<file path="config.mk">
export PLATFORM = sky130hd
export DESIGN_NAME = hazard_fwd_ctrl
export DESIGN_NICKNAME = d
export VERILOG_FILES = /design/src/rtl/hazard_fwd_ctrl.sv
export SDC_FILE = /design/constraint.sdc
export NUM_CORES = 1
export LEC_CHECK = 0
export ABC_AREA = 1
export CAP_MARGIN = 20
export CORE_ASPECT_RATIO = 1.25
export CORE_MARGIN = 4
export CORE_UTILIZATION = 29
export DETAILED_ROUTE_END_ITERATION = 8
export GPL_TIMING_DRIVEN = 0
export PLACE_DENSITY_LB_ADDON = 0.3
export SLEW_MARGIN = 10
export SYNTH_ARGS = -nofsm -noshare
export SYNTH_HDL_FRONTEND = slang
export SYNTH_SLANG_ARGS = --single-unit
</file>
<file path="constraint.sdc">
create_clock -name clk -period 1.65 [get_ports clk]
set_input_delay 0.2475 -clock clk [delete_from_list [all_inputs] [get_ports clk]]
set_output_delay 0.2475 -clock clk [all_outputs]
set_load 0.02 [all_outputs]
</file>
<file path="src/rtl/hazard_fwd_ctrl.sv">
// Hazard/forwarding scheduler for a 5-stage RV32I pipeline: shadow rd tracking, load-use and RAW
// stall sequencing, registered forward selects. Optional counters behind HAZ_PERF_CNT_EN.
module hazard_fwd_ctrl #(
  parameter bit          FORW_DEFAULT = 1'b1,
  parameter int unsigned LU_STALL_CYC = 1
) (
  input  logic       clk,
  input  logic       rst_n,
  input  logic       forw_mode_wr,
  input  logic       forw_mode_in,
  input  logic       id_valid,
  input  logic [6:0] id_op,
  input  logic [4:0] id_rs1,
  input  logic [4:0] id_rs2,
  input  logic [4:0] id_rd,
  input  logic       ex_flush,
  output logic       stall_fe,
  output logic       bubble_ex,
  output logic       isForw_ON,
  output logic [1:0] forwA,
  output logic [1:0] forwB
`ifdef HAZ_PERF_CNT_EN
  ,
  output logic [31:0] stall_cnt,
  output logic [31:0] flush_cnt
`endif
);

  localparam logic [6:0] OpRType  = 7'b0110011;
  localparam logic [6:0] OpIImm   = 7'b0010011;
  localparam logic [6:0] OpILoad  = 7'b0000011;
  localparam logic [6:0] OpSType  = 7'b0100011;
  localparam logic [6:0] OpBType  = 7'b1100011;
  localparam logic [6:0] OpIJalr  = 7'b1100111;
  localparam logic [6:0] OpJJal   = 7'b1101111;
  localparam logic [6:0] OpULui   = 7'b0110111;
  localparam logic [6:0] OpUAuipc = 7'b0010111;

  localparam logic [1:0] LuInit = 2'(LU_STALL_CYC - 1);

  typedef enum logic [1:0] {StRun, StLuStall, StRawStall} state_e;

  state_e     state_q, state_d;
  logic [1:0] cnt_q, cnt_d;
  logic       mode_q;
  logic [1:0] fwd_a_q, fwd_b_q, fwd_a_d, fwd_b_d, sel_a, sel_b;

  // Only the EX entry keeps is_load: it is the sole stage a load-use hazard is checked against.
  logic       ex_v_q, mem_v_q, wb_v_q, ex_ld_q;
  logic [4:0] ex_rd_q, mem_rd_q, wb_rd_q;

  logic use_rs1, use_rs2, wr_rd;
  logic a1, a2;
  logic hit1_ex, hit1_mem, hit1_wb, hit2_ex, hit2_mem, hit2_wb;
  logic lu_haz, raw_haz, stall_req, advance;

  always_comb begin
    use_rs1 = 1'b0;
    use_rs2 = 1'b0;
    wr_rd   = 1'b0;
    case (id_op)
      OpRType:          {use_rs1, use_rs2, wr_rd} = 3'b111;
      OpIImm, OpILoad:  {use_rs1, use_rs2, wr_rd} = 3'b101;
      OpSType, OpBType: {use_rs1, use_rs2, wr_rd} = 3'b110;
      OpIJalr:          {use_rs1, use_rs2, wr_rd} = 3'b101;
      OpJJal, OpULui, OpUAuipc: {use_rs1, use_rs2, wr_rd} = 3'b001;
      default:          {use_rs1, use_rs2, wr_rd} = 3'b000;
    endcase
  end

  assign a1 = id_valid && use_rs1 && (id_rs1 != 5'd0);
  assign a2 = id_valid && use_rs2 && (id_rs2 != 5'd0);

  assign hit1_ex  = a1 && ex_v_q  && (ex_rd_q  == id_rs1);
  assign hit1_mem = a1 && mem_v_q && (mem_rd_q == id_rs1);
  assign hit1_wb  = a1 && wb_v_q  && (wb_rd_q  == id_rs1);
  assign hit2_ex  = a2 && ex_v_q  && (ex_rd_q  == id_rs2);
  assign hit2_mem = a2 && mem_v_q && (mem_rd_q == id_rs2);
  assign hit2_wb  = a2 && wb_v_q  && (wb_rd_q  == id_rs2);

  assign lu_haz  = mode_q && ex_ld_q && (hit1_ex || hit2_ex);
  assign raw_haz = !mode_q && (hit1_ex || hit1_mem || hit1_wb || hit2_ex || hit2_mem || hit2_wb);

  always_comb begin
    state_d   = state_q;
    cnt_d     = cnt_q;
    stall_req = 1'b0;
    if (ex_flush) begin
      state_d = StRun;
      cnt_d   = 2'd0;
    end else begin
      unique case (state_q)
        StRun: begin
          if (lu_haz) begin
            stall_req = 1'b1;
            state_d   = StLuStall;
            cnt_d     = LuInit;
          end else if (raw_haz) begin
            stall_req = 1'b1;
            state_d   = StRawStall;
          end
        end
        StLuStall: begin
          if (mode_q && cnt_q != 2'd0) begin
            stall_req = 1'b1;
            cnt_d     = cnt_q - 2'd1;
          end else if (lu_haz) begin
            stall_req = 1'b1;
          end else if (raw_haz) begin
            stall_req = 1'b1;
            state_d   = StRawStall;
            cnt_d     = 2'd0;
          end else begin
            state_d = StRun;
            cnt_d   = 2'd0;
          end
        end
        StRawStall: begin
          if (raw_haz) begin
            stall_req = 1'b1;
          end else if (lu_haz) begin
            stall_req = 1'b1;
            state_d   = StLuStall;
            cnt_d     = LuInit;
          end else begin
            state_d = StRun;
          end
        end
        default: begin
          state_d = StRun;
          cnt_d   = 2'd0;
        end
      endcase
    end
  end

  assign advance   = !stall_req && !ex_flush;
  assign stall_fe  = stall_req;
  assign bubble_ex = stall_req || ex_flush;

  // The EX match wins: it holds the youngest value of the register.
  assign sel_a   = hit1_ex ? 2'b01 : (hit1_mem ? 2'b10 : 2'b00);
  assign sel_b   = hit2_ex ? 2'b01 : (hit2_mem ? 2'b10 : 2'b00);
  assign fwd_a_d = (advance && mode_q) ? sel_a : 2'b00;
  assign fwd_b_d = (advance && mode_q) ? sel_b : 2'b00;

  always_ff @(posedge clk) begin
    if (!rst_n) begin
      state_q  <= StRun;
      cnt_q    <= 2'd0;
      mode_q   <= FORW_DEFAULT;
      fwd_a_q  <= 2'b00;
      fwd_b_q  <= 2'b00;
      ex_v_q   <= 1'b0;
      mem_v_q  <= 1'b0;
      wb_v_q   <= 1'b0;
      ex_ld_q  <= 1'b0;
      ex_rd_q  <= 5'd0;
      mem_rd_q <= 5'd0;
      wb_rd_q  <= 5'd0;
    end else begin
      state_q  <= state_d;
      cnt_q    <= cnt_d;
      if (forw_mode_wr) mode_q <= forw_mode_in;
      fwd_a_q  <= fwd_a_d;
      fwd_b_q  <= fwd_b_d;
      ex_v_q   <= advance && id_valid && wr_rd && (id_rd != 5'd0);
      ex_ld_q  <= (id_op == OpILoad);
      ex_rd_q  <= id_rd;
      mem_v_q  <= ex_v_q;
      mem_rd_q <= ex_rd_q;
      wb_v_q   <= mem_v_q;
      wb_rd_q  <= mem_rd_q;
    end
  end

  assign isForw_ON = mode_q;
  assign forwA     = fwd_a_q;
  assign forwB     = fwd_b_q;

`ifdef HAZ_PERF_CNT_EN
  logic [31:0] stall_cnt_q, flush_cnt_q;

  always_ff @(posedge clk) begin
    if (!rst_n) begin
      stall_cnt_q <= 32'd0;
      flush_cnt_q <= 32'd0;
    end else begin
      if (stall_req && stall_cnt_q != 32'hFFFF_FFFF) stall_cnt_q <= stall_cnt_q + 32'd1;
      if (ex_flush && flush_cnt_q != 32'hFFFF_FFFF) flush_cnt_q <= flush_cnt_q + 32'd1;
    end
  end

  assign stall_cnt = stall_cnt_q;
  assign flush_cnt = flush_cnt_q;
`endif

endmodule
</file>
Word level (Yosys, flattened, before mapping). Cells that the tools add are included.

Latch bits: 0. Logic and storage cells: 115. Memory bits (read-only): 0. Input port bits: 28. Register bits after elaboration: 28. Bits in writable memories: 0. Memories kept: 0.

Magnitude comparators: 0. $mul: 0. $add $sub $neg: 1. Divide/modulo/power cells: 0. Eq/ne operators: 22. Reduce and logical (&&, ||, !) cells: 49. Shifts and indexed selects: 0. Bitwise logic cells: 2. Muxes and demuxes: 27.

Operators with widths (number): equality test 5 bit (6); logical AND 1 bit (25); two-way mux 2 bit (12); equality test 7 x 6 -> 1 bit, second input constant (3); equality test 7 bit, second input constant (3); nonzero test 5 bit (3); equality test 7 x 5 -> 1 bit, second input constant (2); two-way mux 1 bit (12); one-hot mux 2 bit (3 select lines) (2); OR reduction 3 bit (3); equality test 7 x 2 -> 1 bit, second input constant (1); logical OR 1 bit (7); OR reduction 7 bit (1); != test 2 bit, second input constant (3); != test 3 bit, second input constant (2); OR reduction 6 bit (1); AND reduction 2 bit (2); AND reduction 4 bit (1); logical NOT 1 bit (3); one-hot mux 1 bit (3 select lines) (1); equality test 2 x 1 -> 1 bit, second input constant (1); equality test 2 bit, second input constant (1); logical NOT 2 bit (1); NOT 1 bit (2); 3 further kinds (3).

Logic depth before layout (Yosys ltp).
Depth in word-level cells: 23. Gate-level depth with buffers: 15. Depth with buffers taken out: 15.

Least setup slack after synthesis. Ideal clock, no wire load.

Kind: flip-flop to output port. Start point: reg ex_rd_q[0]. End point: out stall_fe. Data arrival time: 1487 ps. Required time: 1402 ps. Path buffers: 0. Path slack: -85 ps. Cell stages (with the launch flop): 13. Cell sequence: dfxtp_1 > inv_1 > nand2_1 > nand2_1 > nor2_1 > nand3_1 > nor2_2 > nor2_2 > inv_2 > nand3_4 > nand2_1 > o22ai_2 > nor2_1.

Word-level cells in the longest chain between the ends: 13. Elaborated cells between the ends (all ways): 19. Classes of those cells: eq/ne: 2; mux: 7; reduce/logical: 10.

Ends and longest elaborated chain: start: declaration (RTL line 50) `logic [4:0] ex_rd_q, mem_rd_q, wb_rd_q;`; start signal: assignment (RTL line 169) `ex_rd_q <= id_rd;`; equality test 5 bit (RTL line 74) `assign hit1_ex = a1 && ex_v_q && (ex_rd_q == id_rs1);`; logical AND 1 bit (RTL line 74); logical OR 1 bit (5 in a row) (RTL line 82) `assign raw_haz = !mode_q && (hit1_ex || hit1_mem || hit1_wb || hit2_ex || hit2_mem || hit2_wb);`; logical AND 1 bit (RTL line 82); two-way mux 1 bit (RTL line 98, 109); two-way mux 1 bit (RTL line 107) `end else if (lu_haz) begin`; two-way mux 1 bit (RTL line 104) `if (mode_q && cnt_q != 2'd0) begin`; one-hot mux 1 bit (3 select lines) * (RTL line 92) `unique case (state_q)`; two-way mux 1 bit * (RTL line 88) `if (ex_flush) begin`; end: declaration (RTL line 17) `output logic stall_fe,`.

Mark *: on every way between the ends. The rest lies on a longest branch, timed or not.

Final worst setup path.
Start point: reg wb_rd_q[0]. End point: out stall_fe.

Word-level cells in the longest chain between the ends: 12. Elaborated cells between the ends (all ways): 15. Classes of those cells: eq/ne: 2; mux: 6; reduce/logical: 7.

Ends and longest elaborated chain: start: declaration (RTL line 50); start signal: assignment (RTL line 173) `wb_rd_q <= mem_rd_q;`; equality test 5 bit (RTL line 76) `assign hit1_wb = a1 && wb_v_q && (wb_rd_q == id_rs1);`; logical AND 1 bit (RTL line 76); logical OR 1 bit (3 in a row) (RTL line 82); logical OR 1 bit * (RTL line 82); logical AND 1 bit * (RTL line 82); two-way mux 1 bit (RTL line 98, 109); two-way mux 1 bit (RTL line 107); two-way mux 1 bit (RTL line 104); one-hot mux 1 bit (3 select lines) * (RTL line 92); two-way mux 1 bit * (RTL line 88).

Marks and branches as above.

==> flow_metrics.tcl <==
set metrics [dict create \
    initial_core_util_pct 30.3 \
    synth.yosys.seq_area_share_pct 33.8 \
    worstPathRequired_ps 1400 \
    fin_crit_sh_pct 126 \
    first_iter_violations 113 \
    hold_path.class "in2reg" \
    p_comb_share_pct 16.9 \
    leakagePower_nw 1.18 \
    sw_frac_of_total_pct 26.8 \
    die_x_um 75.7 \
    antenna_cells 0 \
    slew_headroom_pct 67.8 \
    cts.clk_slew.worst_paths_ps 100 \
    drt-wirelength-per-cell_um 11.2 \
    syn_to_final_growth_pct 46.2 \
    grt_pass1_wl_um 7300 \
    intPower_mw 1.01 \
    routed_via_density 4.57 \
    grt_max_degree 16 \
    cp-end-kind "primary output" \
    synthTopCellsByArea "dfxtp_1 (34%), nand2_1 (21%), inv_1 (11%)" \
    yosysWarnings 0 \
    p_seq_share_pct 51.8 \
    cp_max_fo 3 \
    start_kind "flop" \
    cts-root-buf "clkbuf_8" \
    hold_viol 0 \
    max_freq_mhz 479 \
    cts.sinks 28 \
    ys_seq_elements 28 \
    dp.cells 375 \
    syn_avg_cell_area_um2 5.97 \
    htreeDepth 1 \
    vias 1846 \
    grt.overflow.total 0 \
    netlist_instances 278 \
    violations "setup timing" \
    finalPower_mw 1.37 \
    grt_usage_pct 13.4 \
    rsz0062_at_grt "yes" \
    dieArea_um2 7000 \
    setup_slack_ps -436 \
    ir_worst_vdd_mv 0.295 \
    setup_viol 11 \
    num_rows 30 \
    die_h_um 92.6 \
    finalCoreUtilization_pct 44.3 \
    clk_latency_ps 280 \
    drc 0 \
    slew_viol_final 0 \
    drt-pass1-iter-count 5 \
    synth_area_um2 1660 \
    status "finished with violations" \
    synth_fp_nets 307 \
    ant_nets 0 \
    pwr-share-clk_pct 31.3 \
    cap_viol_max_count 0 \
    fin_crit_ps 2090 \
    r2r_slack_ps -360 \
    numCtsBuffers 3 \
    antenna_found_initial 0 \
    design.core.area_um2 5480 \
    cts_tree "yes" \
    final.setup.tns_ps -2590 \
    critPathKind "reg2out" \
    stdcell_count 404 \
    synth_cell_types 23 \
    clockBufferDepth 2 \
    gp_congestion 0.892 \
    io_buffer_count 33 \
    pwr_density_cell_nw_per_um2 566 \
    totalWireLength_um 4540 \
    io_pins 35 \
    nets 370 \
    dp_hpwl_um 3170 \
    layout-drive-gt1-share_pct 31.5 \
    synth_top_cell_by_area "dfxtp_1" \
    worstPathArrival_ps 1840 \
    finClkSkew_ps 4.83 \
    grt_pass1_vias 1680 \
    synth_top_area_share_pct 33.8 \
    tightest_slew_ps 483 \
    power.switching_mw 0.368 \
]
## sequential cells by signal, summed over array words and instances (netlist names), 2 cells and up
name,count
forwB,2
ex_rd_q,5
forwA,2
state_q,2
mem_rd_q,5
wb_rd_q,5
cnt_q,2
## synth_stat cells (all sizes together)
library cell,n
o22ai,1
o2111ai,1
ha,1
nor2,44
nor3,1
clkbuf,2
xnor2,5
inv,59
o31ai,1
nand2,97
o21ai,12
nand3,13
dfxtp,28
a21oi,10
nand4,3
## critical path, cell delays in order, from the launching register on
cell and delay (ps):
dfxtp_1 400, nand2_1 70, nand2_1 70, nand3_1 90, nor2_2 130, nand3_1 100, a21oi_2 200, nor2_4 60
nor2_4 120, o22ai_4 100, nor2_4 90, buf_6 120
## layer usage
layer  vias to the layer above  wire length, um  GRT usage (%)
met5                         -                0              0
li1                        953                -              -
met2                        55             2290           23.1
met1                       824             1830           15.4
met3                        14              288           2.28
met4                         0              129           6.27
## layout make-up
cell class              instances  area [um2]
multi-input cells             189         996
well taps                      64        80.1
repair buffers                 58         485
inverters                      59         221
fillers                       559        3050
plain buffers                   2        7.51
clock buffers                   4        55.1
flip-flops and latches         28         581
## logic make-up after synthesis
group	count (synthesis)	synth area share, %
xor gates and xnor gates	5	2.64
AOI/OAI and AO/OA	25	8.60
DFF	28	33.8
and+or+nand+nor	158	40.4
buffers and inverters	61	13.8
adders and majority gates	1	0.754
## layout by cell type (no fill, tap or decap)
| cell type | netlist | final |
|---|---|---|
| o21ai_1 | 5 | 7 |
| nand2_4 | 0 | 2 |
| buf_6 | 0 | 7 |
| a21oi_2 | 1 | 4 |
| nor3_1 | 1 | 1 |
| xnor2_1 | 5 | 4 |
| dfxtp_1 | 28 | 18 |
| nand4_1 | 3 | 3 |
| o22ai_4 | 0 | 1 |
| nor2_1 | 36 | 27 |
| nand3_2 | 1 | 3 |
| clkbuf_1 | 2 | 2 |
| clkbuf_8 | 0 | 4 |
| nand3_4 | 1 | 1 |
| o21ai_2 | 0 | 2 |
| dlygate4sd2_1 | 0 | 11 |
| nor2_4 | 1 | 7 |
| a21oi_1 | 9 | 6 |
| o21ai_0 | 7 | 3 |
| nand2_2 | 4 | 10 |
| dfxtp_4 | 0 | 3 |
| xnor2_2 | 0 | 1 |
| ha_1 | 1 | 1 |
| o2111ai_1 | 1 | 1 |
| inv_1 | 49 | 42 |
| inv_2 | 10 | 17 |
| buf_4 | 0 | 20 |
| dfxtp_2 | 0 | 7 |
| nand3_1 | 11 | 9 |
| nor2_2 | 7 | 10 |
| o31ai_1 | 1 | 1 |
| clkbuf_2 | 0 | 8 |
| nand2_1 | 93 | 85 |
| clkdlybuf4s50_1 | 0 | 12 |
## power by group through the flow
stage | Combinational [mW] | Clock (mW) | Sequential (mW)
after floorplan | 0.112 | 0 | 0.724
after global placement | 0.222 | 0 | 0.726
after detailed placement | 0.224 | 0 | 0.727
after CTS | 0.222 | 0.441 | 0.714
after global routing | 0.262 | 0.468 | 0.715
final | 0.232 | 0.430 | 0.712
## stage by stage
| step | hold WS [ps] | area (um2) | setup WS [ps] |
|---|---|---|---|
| 2_1_floorplan | 341 | 1670 | 37.7 |
| 3_3_place_gp | 432 | 2080 | -1230 |
| 3_5_place_dp | 438 | 2080 | -1220 |
| 4_1_cts | 378 | 2330 | -483 |
| 5_1_grt | 408 | 2430 | -543 |
| 6_report | 380 | 2430 | -436 |
## what timing repair did
action                                  4_1_cts  5_1_grt
setup buffers                                17        9
gates resized for setup                      67       42
pin swaps                                    21       30
endpoints found under the setup margin       11       10
hold buffers                                  0        0
## worst paths after layout
check	start	endpoint	cells past startpoint
worst max-delay path	wb_rd_q[0]$_SDFF_PN0_	stall_fe	11
worst min-delay path	rst_n	mem_rd_q[0]$_SDFF_PN0_	3
worst max register to register	wb_rd_q[0]$_SDFF_PN0_	forwA[1]$_SDFF_PP0_	15
worst min register to register	ex_rd_q[2]$_SDFF_PN0_	mem_rd_q[2]$_SDFF_PN0_	2
No activity file was read; power rests on OpenSTA's default activity.
